**config.mk**
```make
export PLATFORM = sky130hd
export DESIGN_NAME = piece_mover_flat
export DESIGN_NICKNAME = d
export VERILOG_FILES = /design/src/rtl/piece_mover_if.sv /design/src/rtl/piece_mover.sv /design/src/flat_wrapper.sv
export SDC_FILE = /design/constraint.sdc
export NUM_CORES = 1
export LEC_CHECK = 0
export ABC_AREA = 1
export CAP_MARGIN = 10
export CORE_MARGIN = 2
export CORE_UTILIZATION = 35
export DETAILED_ROUTE_END_ITERATION = 10
export GPL_ROUTABILITY_DRIVEN = 0
export PLACE_DENSITY = 0.65
export SLEW_MARGIN = 10
export SYNTH_ARGS = -nofsm -noshare
export SYNTH_HDL_FRONTEND = slang
export SYNTH_SLANG_ARGS = --single-unit
```
**constraint.sdc**
```tcl
create_clock -name clk -period 3.5 [get_ports clk]
set_clock_uncertainty 0.15 [all_clocks]
set_input_delay 0.7 -clock clk [delete_from_list [all_inputs] [get_ports clk]]
set_output_delay 0.7 -clock clk [all_outputs]
set_load 0.03 [all_outputs]
```
**src/rtl/piece_mover_if.sv**
```systemverilog
// Collision-check handshake between the piece mover (master) and the board checker (slave).
interface piece_mover_if #(
    parameter int X_W = 4,
    parameter int Y_W = 5
) ();
    logic           chk_req;
    logic [X_W-1:0] chk_x;
    logic [Y_W-1:0] chk_y;
    logic [1:0]     chk_rot;
    logic           chk_ack;
    logic           chk_ok;

    modport master (output chk_req, chk_x, chk_y, chk_rot, input chk_ack, chk_ok);
    modport slave  (input chk_req, chk_x, chk_y, chk_rot, output chk_ack, chk_ok);
endinterface

```
**src/rtl/piece_mover.sv**
```systemverilog
// Turns gravity/lateral ticks and player buttons into checked piece moves; tracks lock, spawn and game-over.
// Optional feature macro: SOFT_DROP_EN (h_tick with btn_drop alone proposes a downward move).
module piece_mover #(
    parameter int BOARD_W = 10,
    parameter int BOARD_H = 20,
    parameter int SPAWN_X = 4,
    parameter int SPAWN_Y = 0,
    parameter int X_W     = 4,
    parameter int Y_W     = 5
) (
    input  logic            clk,
    input  logic            rst,
    input  logic            active,
    input  logic            spawn,
    input  logic            v_tick,
    input  logic            h_tick,
    input  logic            btn_left,
    input  logic            btn_right,
    input  logic            btn_rot,
    input  logic            btn_drop,
    piece_mover_if.master   chk,
    output logic [X_W-1:0]  piece_x,
    output logic [Y_W-1:0]  piece_y,
    output logic [1:0]      piece_rot,
    output logic            piece_live,
    output logic            lock,
    output logic            game_over
);
    localparam logic [X_W-1:0] X_ZERO  = {X_W{1'b0}};
    localparam logic [X_W-1:0] X_ONE   = X_W'(1'b1);
    localparam logic [X_W-1:0] X_LAST  = X_W'(BOARD_W - 32'd1);
    localparam logic [X_W-1:0] X_SPAWN = X_W'(SPAWN_X);
    localparam logic [Y_W-1:0] Y_ONE   = Y_W'(1'b1);
    localparam logic [Y_W-1:0] Y_LAST  = Y_W'(BOARD_H - 32'd1);
    localparam logic [Y_W-1:0] Y_SPAWN = Y_W'(SPAWN_Y);

    typedef enum logic [1:0] {S_IDLE = 2'd0, S_READY = 2'd1, S_CHECK = 2'd2, S_LOCK = 2'd3} state_t;
    typedef enum logic [1:0] {K_SPAWN = 2'd0, K_DOWN = 2'd1, K_OTHER = 2'd2} kind_t;

    state_t         state_q, state_d;
    kind_t          kind_q, kind_d;
    logic           chk_req_q, chk_req_d;
    logic [X_W-1:0] chk_x_q, chk_x_d;
    logic [Y_W-1:0] chk_y_q, chk_y_d;
    logic [1:0]     chk_rot_q, chk_rot_d;
    logic [X_W-1:0] piece_x_q, piece_x_d;
    logic [Y_W-1:0] piece_y_q, piece_y_d;
    logic [1:0]     piece_rot_q, piece_rot_d;
    logic           piece_live_q, piece_live_d;
    logic           lock_q, lock_d;
    logic           game_over_q, game_over_d;
    logic           pending_v_q, pending_v_d;
    logic           rot_pend_q, rot_pend_d;
    logic           btn_rot_prev_q, btn_rot_prev_d;

    logic rot_edge_s, rot_now_s, v_live_s, left_only_s, right_only_s, drop_s;

`ifdef SOFT_DROP_EN
    assign drop_s = h_tick & btn_drop & ~btn_left & ~btn_right;
`else
    logic unused_btn_drop_s;
    assign unused_btn_drop_s = btn_drop;
    assign drop_s            = 1'b0;
`endif

    assign rot_edge_s   = btn_rot & ~btn_rot_prev_q;
    assign rot_now_s    = rot_pend_q | rot_edge_s;
    assign v_live_s     = v_tick & active;
    assign left_only_s  = btn_left & ~btn_right;
    assign right_only_s = btn_right & ~btn_left;

    // Next-state and next-output logic for the move/check FSM.
    always_comb begin
        state_d        = state_q;
        kind_d         = kind_q;
        chk_req_d      = chk_req_q;
        chk_x_d        = chk_x_q;
        chk_y_d        = chk_y_q;
        chk_rot_d      = chk_rot_q;
        piece_x_d      = piece_x_q;
        piece_y_d      = piece_y_q;
        piece_rot_d    = piece_rot_q;
        piece_live_d   = piece_live_q;
        lock_d         = 1'b0;
        game_over_d    = game_over_q;
        pending_v_d    = pending_v_q;
        rot_pend_d     = rot_pend_q | rot_edge_s;
        btn_rot_prev_d = btn_rot;

        case (state_q)
            S_IDLE: begin
                pending_v_d = pending_v_q | v_live_s;
                if (spawn && !game_over_q) begin
                    {chk_x_d, chk_y_d, chk_rot_d} = {X_SPAWN, Y_SPAWN, 2'd0};
                    kind_d    = K_SPAWN;
                    chk_req_d = 1'b1;
                    state_d   = S_CHECK;
                end else begin
                    state_d = S_IDLE;
                end
            end
            S_READY: begin
                if (!active) begin
                    state_d = S_READY;
                end else if (v_tick || pending_v_q || drop_s) begin
                    // Gravity (and soft drop) outrank lateral moves; the bottom row locks without asking.
                    pending_v_d = 1'b0;
                    if (drop_s && !(v_tick || pending_v_q)) begin
                        rot_pend_d = 1'b0;
                    end else begin
                        rot_pend_d = rot_pend_q | rot_edge_s;
                    end
                    if (piece_y_q == Y_LAST) begin
                        lock_d       = 1'b1;
                        piece_live_d = 1'b0;
                        state_d      = S_LOCK;
                    end else begin
                        {chk_x_d, chk_y_d, chk_rot_d} = {piece_x_q, piece_y_q + Y_ONE, piece_rot_q};
                        kind_d    = K_DOWN;
                        chk_req_d = 1'b1;
                        state_d   = S_CHECK;
                    end
                end else if (h_tick) begin
                    rot_pend_d = 1'b0;
                    if (left_only_s) begin
                        if (piece_x_q != X_ZERO) begin
                            {chk_x_d, chk_y_d, chk_rot_d} = {piece_x_q - X_ONE, piece_y_q, piece_rot_q};
                            kind_d    = K_OTHER;
                            chk_req_d = 1'b1;
                            state_d   = S_CHECK;
                        end else begin
                            state_d = S_READY;
                        end
                    end else if (right_only_s) begin
                        if (piece_x_q != X_LAST) begin
                            {chk_x_d, chk_y_d, chk_rot_d} = {piece_x_q + X_ONE, piece_y_q, piece_rot_q};
                            kind_d    = K_OTHER;
                            chk_req_d = 1'b1;
                            state_d   = S_CHECK;
                        end else begin
                            state_d = S_READY;
                        end
                    end else if (rot_now_s) begin
                        {chk_x_d, chk_y_d, chk_rot_d} = {piece_x_q, piece_y_q, piece_rot_q + 2'd1};
                        kind_d    = K_OTHER;
                        chk_req_d = 1'b1;
                        state_d   = S_CHECK;
                    end else begin
                        state_d = S_READY;
                    end
                end else begin
                    state_d = S_READY;
                end
            end
            S_CHECK: begin
                pending_v_d = pending_v_q | v_live_s;
                if (chk.chk_ack) begin
                    chk_req_d = 1'b0;
                    if (chk.chk_ok) begin
                        {piece_x_d, piece_y_d, piece_rot_d} = {chk_x_q, chk_y_q, chk_rot_q};
                        piece_live_d = 1'b1;
                        state_d      = S_READY;
                    end else begin
                        case (kind_q)
                            K_SPAWN: begin
                                game_over_d = 1'b1;
                                pending_v_d = 1'b0;
                                state_d     = S_IDLE;
                            end
                            K_DOWN: begin
                                lock_d       = 1'b1;
                                piece_live_d = 1'b0;
                                state_d      = S_LOCK;
                            end
                            default: state_d = S_READY;
                        endcase
                    end
                end else begin
                    state_d = S_CHECK;
                end
            end
            S_LOCK: begin
                pending_v_d = 1'b0;
                state_d     = S_IDLE;
            end
            default: begin
                state_d = S_IDLE;
            end
        endcase
    end

    // State and registered outputs, synchronous active-low reset.
    always_ff @(posedge clk) begin
        if (!rst) begin
            state_q        <= S_IDLE;
            kind_q         <= K_SPAWN;
            chk_req_q      <= 1'b0;
            chk_x_q        <= X_ZERO;
            chk_y_q        <= {Y_W{1'b0}};
            chk_rot_q      <= 2'd0;
            piece_x_q      <= X_ZERO;
            piece_y_q      <= {Y_W{1'b0}};
            piece_rot_q    <= 2'd0;
            piece_live_q   <= 1'b0;
            lock_q         <= 1'b0;
            game_over_q    <= 1'b0;
            pending_v_q    <= 1'b0;
            rot_pend_q     <= 1'b0;
            btn_rot_prev_q <= 1'b0;
        end else begin
            state_q        <= state_d;
            kind_q         <= kind_d;
            chk_req_q      <= chk_req_d;
            chk_x_q        <= chk_x_d;
            chk_y_q        <= chk_y_d;
            chk_rot_q      <= chk_rot_d;
            piece_x_q      <= piece_x_d;
            piece_y_q      <= piece_y_d;
            piece_rot_q    <= piece_rot_d;
            piece_live_q   <= piece_live_d;
            lock_q         <= lock_d;
            game_over_q    <= game_over_d;
            pending_v_q    <= pending_v_d;
            rot_pend_q     <= rot_pend_d;
            btn_rot_prev_q <= btn_rot_prev_d;
        end
    end

    assign chk.chk_req  = chk_req_q;
    assign chk.chk_x    = chk_x_q;
    assign chk.chk_y    = chk_y_q;
    assign chk.chk_rot  = chk_rot_q;
    assign piece_x      = piece_x_q;
    assign piece_y      = piece_y_q;
    assign piece_rot    = piece_rot_q;
    assign piece_live   = piece_live_q;
    assign lock         = lock_q;
    assign game_over    = game_over_q;
endmodule
```
**src/flat_wrapper.sv**
```systemverilog
// flat-port wrapper written by rule: the top's interface ports become plain ports
module piece_mover_flat 
#(
    parameter int BOARD_W = 10,
    parameter int BOARD_H = 20,
    parameter int SPAWN_X = 4,
    parameter int SPAWN_Y = 0,
    parameter int X_W     = 4,
    parameter int Y_W     = 5
)
  (clk, rst, active, spawn, v_tick, h_tick, btn_left, btn_right, btn_rot, btn_drop, piece_x, piece_y, piece_rot, piece_live, lock, game_over, chk_chk_req, chk_chk_x, chk_chk_y, chk_chk_rot, chk_chk_ack, chk_chk_ok);
  piece_mover_if #(.X_W(X_W), .Y_W(Y_W)) chk_i ();
  input  logic clk;
  input  logic rst;
  input  logic active;
  input  logic spawn;
  input  logic v_tick;
  input  logic h_tick;
  input  logic btn_left;
  input  logic btn_right;
  input  logic btn_rot;
  input  logic btn_drop;
  output logic [X_W-1:0] piece_x;
  output logic [Y_W-1:0] piece_y;
  output logic [1:0] piece_rot;
  output logic piece_live;
  output logic lock;
  output logic game_over;
  output wire logic [$bits(chk_i.chk_req)-1:0] chk_chk_req;
  output wire logic [$bits(chk_i.chk_x)-1:0] chk_chk_x;
  output wire logic [$bits(chk_i.chk_y)-1:0] chk_chk_y;
  output wire logic [$bits(chk_i.chk_rot)-1:0] chk_chk_rot;
  input wire logic [$bits(chk_i.chk_ack)-1:0] chk_chk_ack;
  input wire logic [$bits(chk_i.chk_ok)-1:0] chk_chk_ok;
  assign chk_chk_req = chk_i.chk_req;
  assign chk_chk_x = chk_i.chk_x;
  assign chk_chk_y = chk_i.chk_y;
  assign chk_chk_rot = chk_i.chk_rot;
  assign chk_i.chk_ack = chk_chk_ack;
  assign chk_i.chk_ok = chk_chk_ok;
  piece_mover #(.BOARD_W(BOARD_W), .BOARD_H(BOARD_H), .SPAWN_X(SPAWN_X), .SPAWN_Y(SPAWN_Y), .X_W(X_W), .Y_W(Y_W)) u_core (.clk(clk), .rst(rst), .active(active), .spawn(spawn), .v_tick(v_tick), .h_tick(h_tick), .btn_left(btn_left), .btn_right(btn_right), .btn_rot(btn_rot), .btn_drop(btn_drop), .chk(chk_i), .piece_x(piece_x), .piece_y(piece_y), .piece_rot(piece_rot), .piece_live(piece_live), .lock(lock), .game_over(game_over));
endmodule
```
==> run metrics, run 1 <==
outcome finished clean; clock slew seen by the registers of the worst setup and hold paths 0.07 ns; maximum capacitance violations 0; worst path arrival time 2.59 ns; H-Tree Depth 2; sequential fraction of the synthesis area 34.94%; PwrDens 357.4 nW/µm²; Layout fillers 549; CP startpoint kind input port; Hold Fails Final Rpt 0; CTS tree yes; Hold Crit Class register to register; Pleak 0.9494 nW; period utilisation layout 73.34%; final core occ 46.08%; 1st-iter DRT viols 165; final critical-path setup slack 0.9331 ns; n_diodes 0; Synth Area per Inst 6.657 µm²; Hold Path End u_core.piece_live$_SDFFE_PN0P_; Min Clock Period, post-route 2.567 ns; Worst Path Max Fanout 12; first-pass GRT wire length 8052 µm; Finished Layout Cells 390; setup TNS 0 ns; core area 5172 µm²; initial antenna violation count 0; # rows 26; number of vias per cell 4.785; dpl ws 0.6394 ns; setup slack, reg-to-reg 1.15 ns; CP Data Required Time 3.53 ns; RSZ-0062 raised after global routing no; CTS Sinks 33; hold_buf cts 0; cell depth of the worst hold path 2; CP Capture Type register; most common cell after layout, fill and taps aside nand2_1; Seq. cell area 660.6 µm²; detailed placer's ending HPWL 3293 µm; Least-Margin Pin Slew 0.6265 ns; Congestion Overflow GR 0; share of layout cells above drive strength 1 6.875%; max-slew headroom at the worst pin 58.13%; IO Port Bufs 36; Worst IR Drop VDD 0.1976 mV; Final #Nets 340; Netlist cell types 25; total track usage 16.83%; initial core utilization 36.55%; Die Wd 77.50 µm; Area after DPL 2282 µm²; post-CTS sizing 0; register bit count reported by yosys 33; total wire length 4623 µm; wire per inst 11.85 µm; clock latency on the worst-skew pair 0.28 ns; FF-to-FF End u_core.kind_q[1]$_SDFFE_PN0P_; vias 1866; commonest non-fill, non-tap cells in the layout nand2_1, nor2_1, a21oi_1, clkdlybuf4s50_1, dfxtp_1; fin. max-slew vios 0; hold path start u_core.piece_live$_SDFFE_PN0P_; hold_ws 0.3117 ns; Mapped Cells 284; Die Y 77.50 µm; post-CTS setup buffers 0; die area 6005 µm²; Clock Tree Buf Depth 2; # IOs 38; RR Startpoint u_core.state_q[1]$_SDFF_PN0_; vias in the first global route 1725; placed insts 382; Ys Warns 0; root buf cell clkbuf_8; PnR Total Power 0.8519 mW; cell area after layout 2384 µm²; Syn Nets 305; footprint of the multi-input gates 1039 µm²; largest net degree at the start of global routing 22; P&R area growth vs syn 26.08%; WS Path Type input port to register; fmax 389.6 MHz; Final setup viols 0; DRT Pass-1 Iters 4; worst r2r path cells 10; Mapped Area 1891 µm²; Post-DRT Antenna Nets 0; DRC Markers 0; Inserted Clock Buffers 5
worst max path at each step:
stage,from,end,slack (ns),cells after the start
global route,btn_right,u_core.kind_q[1]$_SDFFE_PN0P_,0.79,10
floorplan,btn_right,u_core.kind_q[0]$_SDFFE_PN0P_,1.49,10
CTS,btn_left,u_core.kind_q[1]$_SDFFE_PN0P_,0.94,9
detailed placement,btn_left,u_core.kind_q[1]$_SDFFE_PN0P_,0.64,9
global placement,btn_left,u_core.kind_q[1]$_SDFFE_PN0P_,0.68,9
finish,btn_left,u_core.kind_q[1]$_SDFFE_PN0P_,0.93,9
synth_stat cells:
cell      count  area share [%]
nor2_4        2             1.2
o21a_1        1            0.40
nand3_1      12             3.2
o21ai_0      15             4.0
dfxtp_1      33              35
inv_2         2            0.40
nand2_2       3            0.99
inv_1        32             6.4
nand3_2       2             1.1
o211ai_1      1            0.40
nor3_1        6             1.6
a311oi_1      1            0.46
nor2_2        3            0.99
o31ai_1       1            0.40
o22ai_1       1            0.33
buf_6         4             2.4
a22oi_1       1            0.40
clkbuf_1      5            0.99
nand2_1      70              14
a21oi_1      36             9.5
nand4_1       3            0.99
nor2_1       37             7.3
ha_1          9             6.0
xor2_1        3             1.4
o21ai_2       1            0.46
metal layers:
layer / vias up / routed length [µm] / share of wire [%] / global-route usage, %
met4: 0 / 61 / 1.3 / 5.893
met3: 4 / 252 / 5.5 / 3.605
met2: 46 / 2036 / 44 / 26.70
met1: 836 / 2272 / 49 / 22.57
li1: 980 / - / - / -
met5: - / 0 / 0 / 0
final cells by class:
class / instances / share of cell area (%)
Multi-Input combinational cell: 208 / 43.57
Sequential cell: 33 / 27.72
Timing Repair Buffer: 37 / 15.43
Inverter: 34 / 5.354
Clock buffer: 7 / 4.042
Tap cell: 70 / 3.675
Clock inverter: 1 / 0.2100
registers in the layout (all words and copies together) (netlist names):
| register | flops |
|---|---|
| u_core.chk.chk_y | 5 |
| u_core.piece_y | 5 |
| u_core.chk.chk_x | 4 |
| u_core.piece_x | 4 |
| u_core.chk.chk_rot | 2 |
| u_core.kind_q | 2 |
| u_core.piece_rot | 2 |
| u_core.state_q | 2 |
| u_core.btn_rot_prev_q | 1 |
| u_core.chk.chk_req | 1 |
| u_core.game_over | 1 |
| u_core.lock | 1 |
| u_core.pending_v_q | 1 |
| u_core.piece_live | 1 |
| u_core.rot_pend_q | 1 |
report_power, final:
| part | switching, mW | internal, mW |
|---|---|---|
| Sequential | 0.0102 | 0.388 |
| Clock | 0.137 | 0.178 |
| Combinational | 0.0871 | 0.0516 |
| Total | 0.234 | 0.618 |
kinds of logic after synthesis:
logic type | count (synthesis) | share of synthesized area (%)
compound gates | 58 | 16.35
buf+inv | 43 | 10.13
xor+xnor | 3 | 1.390
flops | 33 | 34.94
fa+ha+maj | 9 | 5.956
simple gates | 138 | 31.24
worst max-delay path, cell delays in order:
cell and delay, ns:
clkdlybuf4s50_1 0.48, ha_1 0.28, inv_1 0.08, nand2_1 0.10, nor2_1 0.07, a21oi_1 0.25
nand3_2 0.32, o21ai_0 0.24, nor2_1 0.05
Power figures use the tool's default switching activity.
==> inputs of run 2 (changes only) <==
==> constraint.sdc (replaced) <==
create_clock -name clk -period 2.4 [get_ports clk]
set_clock_uncertainty 0.15 [all_clocks]
set_input_delay 0.48 -clock clk [delete_from_list [all_inputs] [get_ports clk]]
set_output_delay 0.48 -clock clk [all_outputs]
set_load 0.03 [all_outputs]
==> run 2 against run 1 <==
Routed wire length grew 2.4%; highest routed layer unchanged; sequential share of layout area shrank 1.2 points; hold slack gained 0.011 ns; setup slack lost 0.67 ns; core utilization grew 2.1 points; design area grew 4.6%; global-route usage is essentially flat; largest power group unchanged; cell count grew 3.3%; via count grew 1.7%; power grew 50%.
==> run metrics, run 2 (same netlist as run 1, synthesis figures left out) <==
CP cell instances clkdlybuf4s50_1 -> inv_1 -> ha_1 -> nand2_1 -> inv_1 -> nand2_1 -> nor2_1 -> nor2_1 -> nand2_1 -> nor2_4 -> buf_12 -> nor2_1 -> nor2_1 -> nor2_1; footprint of the multi-input gates 1039 µm²; Die Y 77.50 µm; RR Startpoint u_core.state_q[1]$_SDFF_PN0_; first-pass GRT wire length 8093 µm; n_diodes 0; Pint 0.9212 mW; Pleak 1.014 nW; initial core utilization 36.55%; fin. max-slew vios 0; Worst IR Drop VDD 0.1993 mV; Sw Ratio 27.69%; post-CTS sizing 0; detailed placer's ending HPWL 3453 µm; placed insts 395; largest net degree at the start of global routing 22; total track usage 16.80%; initial antenna violation count 0; WS Path Type input port to register; Inserted Clock Buffers 5; CTS tree yes; final core occ 48.21%; Layout fillers 541; PwrDens 510.9 nW/µm²; CP startpoint kind input port; PnR Total Power 1.274 mW; clock slew seen by the registers of the worst setup and hold paths 0.07 ns; Clock Tree Buf Depth 2; worst r2r path cells 12; vias in the first global route 1823; Gate power share 17.7%; Critical path buffers and inverters 4; period utilisation layout 88.92%; CP Capture Type register; total wire length 4732 µm; Worst Path Max Fanout 14; Worst Setup SP btn_right; Least-Margin Pin Slew 0.3739 ns; Worst path most repeated cell nor2_1; Final setup viols 0; Max stage delay on crit path 0.48 ns; commonest non-fill, non-tap cells in the layout nand2_1, nor2_1, a21oi_1, clkdlybuf4s50_1, dfxtp_1; Hold Crit Class register to register; DRT Pass-1 Iters 4; part of the power in the clock network 36.7%; die area 6005 µm²; Min Clock Period, post-route 2.134 ns; Die Wd 77.50 µm; root buf cell clkbuf_8; FF-to-FF End u_core.chk.chk_x[3]$_SDFFE_PN0P_; Congestion Overflow GR 0; # rows 26; maximum capacitance violations 0; vias 1897; RSZ-0062 raised after global routing no; Finished Layout Cells 403; part of the power in registers 45.6%; DRC Markers 0; Area after DPL 2392 µm²; outcome finished clean; final critical-path setup slack 0.2659 ns; reported net switching power 0.3527 mW; most common cell after layout, fill and taps aside nand2_1; Seq. cell area 660.6 µm²; cell area after layout 2494 µm²; dpl ws -0.01467 ns; number of vias per cell 4.707; setup slack, reg-to-reg 0.41 ns; Post-DRT Antenna Nets 0; post-CTS setup buffers 0; number of cells on the critical path 14; 1st-iter DRT viols 81; Hold Fails Final Rpt 0; P&R area growth vs syn 31.90%; worst path arrival time 2.15 ns; core area 5172 µm²; crit-path leading delay family buffers and inverters; clock latency on the worst-skew pair 0.29 ns; H-Tree Depth 2; wire per inst 11.74 µm; CP max stage cell clkdlybuf4s50_1; fmax 468.6 MHz; CP Data Required Time 2.41 ns; hold_buf cts 0; max-slew headroom at the worst pin 75.05%; # IOs 38; CTS Sinks 33; CP endpoint u_core.chk.chk_x[3]$_SDFFE_PN0P_; IO Port Bufs 36; Final #Nets 353; share of layout cells above drive strength 1 10.51%
-- run 2: changes by cell type in the layout (fill, tap and decap cells not counted), sizes merged --
cell / before / now
buf: 1 / 14
-- run 2: layout make-up --
class,count,area share (%)
clock buffers,7,3.864
multi-input cells,208,41.65
clock inverters,1,0.2007
well taps,70,3.512
inverters,34,5.118
flip-flops and latches,33,26.49
repair buffers,50,19.17
-- run 2: stage by stage --
| step | hold WS [ns] | setup TNS (ns) |
|---|---|---|
| 2_1_floorplan | 0.3264 | 0 |
| 3_3_place_gp | 0.2994 | 0 |
| 3_5_place_dp | 0.3139 | -0.01467 |
| 4_1_cts | 0.3262 | 0 |
| 5_1_grt | 0.3498 | 0 |
| 6_report | 0.3223 | 0 |
-- run 2: worst register-to-register path, cell delays in order, from the launching register on --
cell     delay, ns
dfxtp_1       0.33
inv_1         0.06
ha_1          0.28
inv_2         0.17
nor2_1        0.09
inv_1         0.07
nand2_1       0.06
a21oi_1       0.19
nand3_2       0.12
buf_4         0.18
nor2_1        0.10
nor2_1        0.05
nor2_1        0.07
-- run 2: layer usage --
layer | vias up | wire length (µm) | global-route usage [%]
li1 | 1010 | - | -
met1 | 843 | 2510 | 22.70
met2 | 39 | 2021 | 26.26
met3 | 5 | 132 | 3.256
met4 | 0 | 68 | 6.786
met5 | - | 0 | 0
-- run 2: how the worst min path moves through the flow --
stage	from	endpoint	slack, ns	cells after the start
floorplan	u_core.kind_q[0]$_SDFFE_PN0P_	u_core.kind_q[0]$_SDFFE_PN0P_	0.33	2
global placement	u_core.chk.chk_req$_SDFFE_PN0P_	u_core.chk.chk_req$_SDFFE_PN0P_	0.30	2
detailed placement	u_core.chk.chk_req$_SDFFE_PN0P_	u_core.chk.chk_req$_SDFFE_PN0P_	0.31	2
CTS	u_core.piece_live$_SDFFE_PN0P_	u_core.piece_live$_SDFFE_PN0P_	0.33	2
global route	u_core.chk.chk_x[0]$_SDFFE_PN0P_	u_core.chk.chk_x[0]$_SDFFE_PN0P_	0.35	2
finish	u_core.chk.chk_req$_SDFFE_PN0P_	u_core.chk.chk_req$_SDFFE_PN0P_	0.32	2
-- run 2: power groups by stage --
stage	Combinational (mW)	Sequential, mW	Clock (mW)
4_1_cts	0.227	0.581	0.482
3_5_place_dp	0.226	0.594	0
5_1_grt	0.253	0.584	0.508
6_report	0.226	0.581	0.467
3_3_place_gp	0.226	0.593	0
2_1_floorplan	0.120	0.612	0
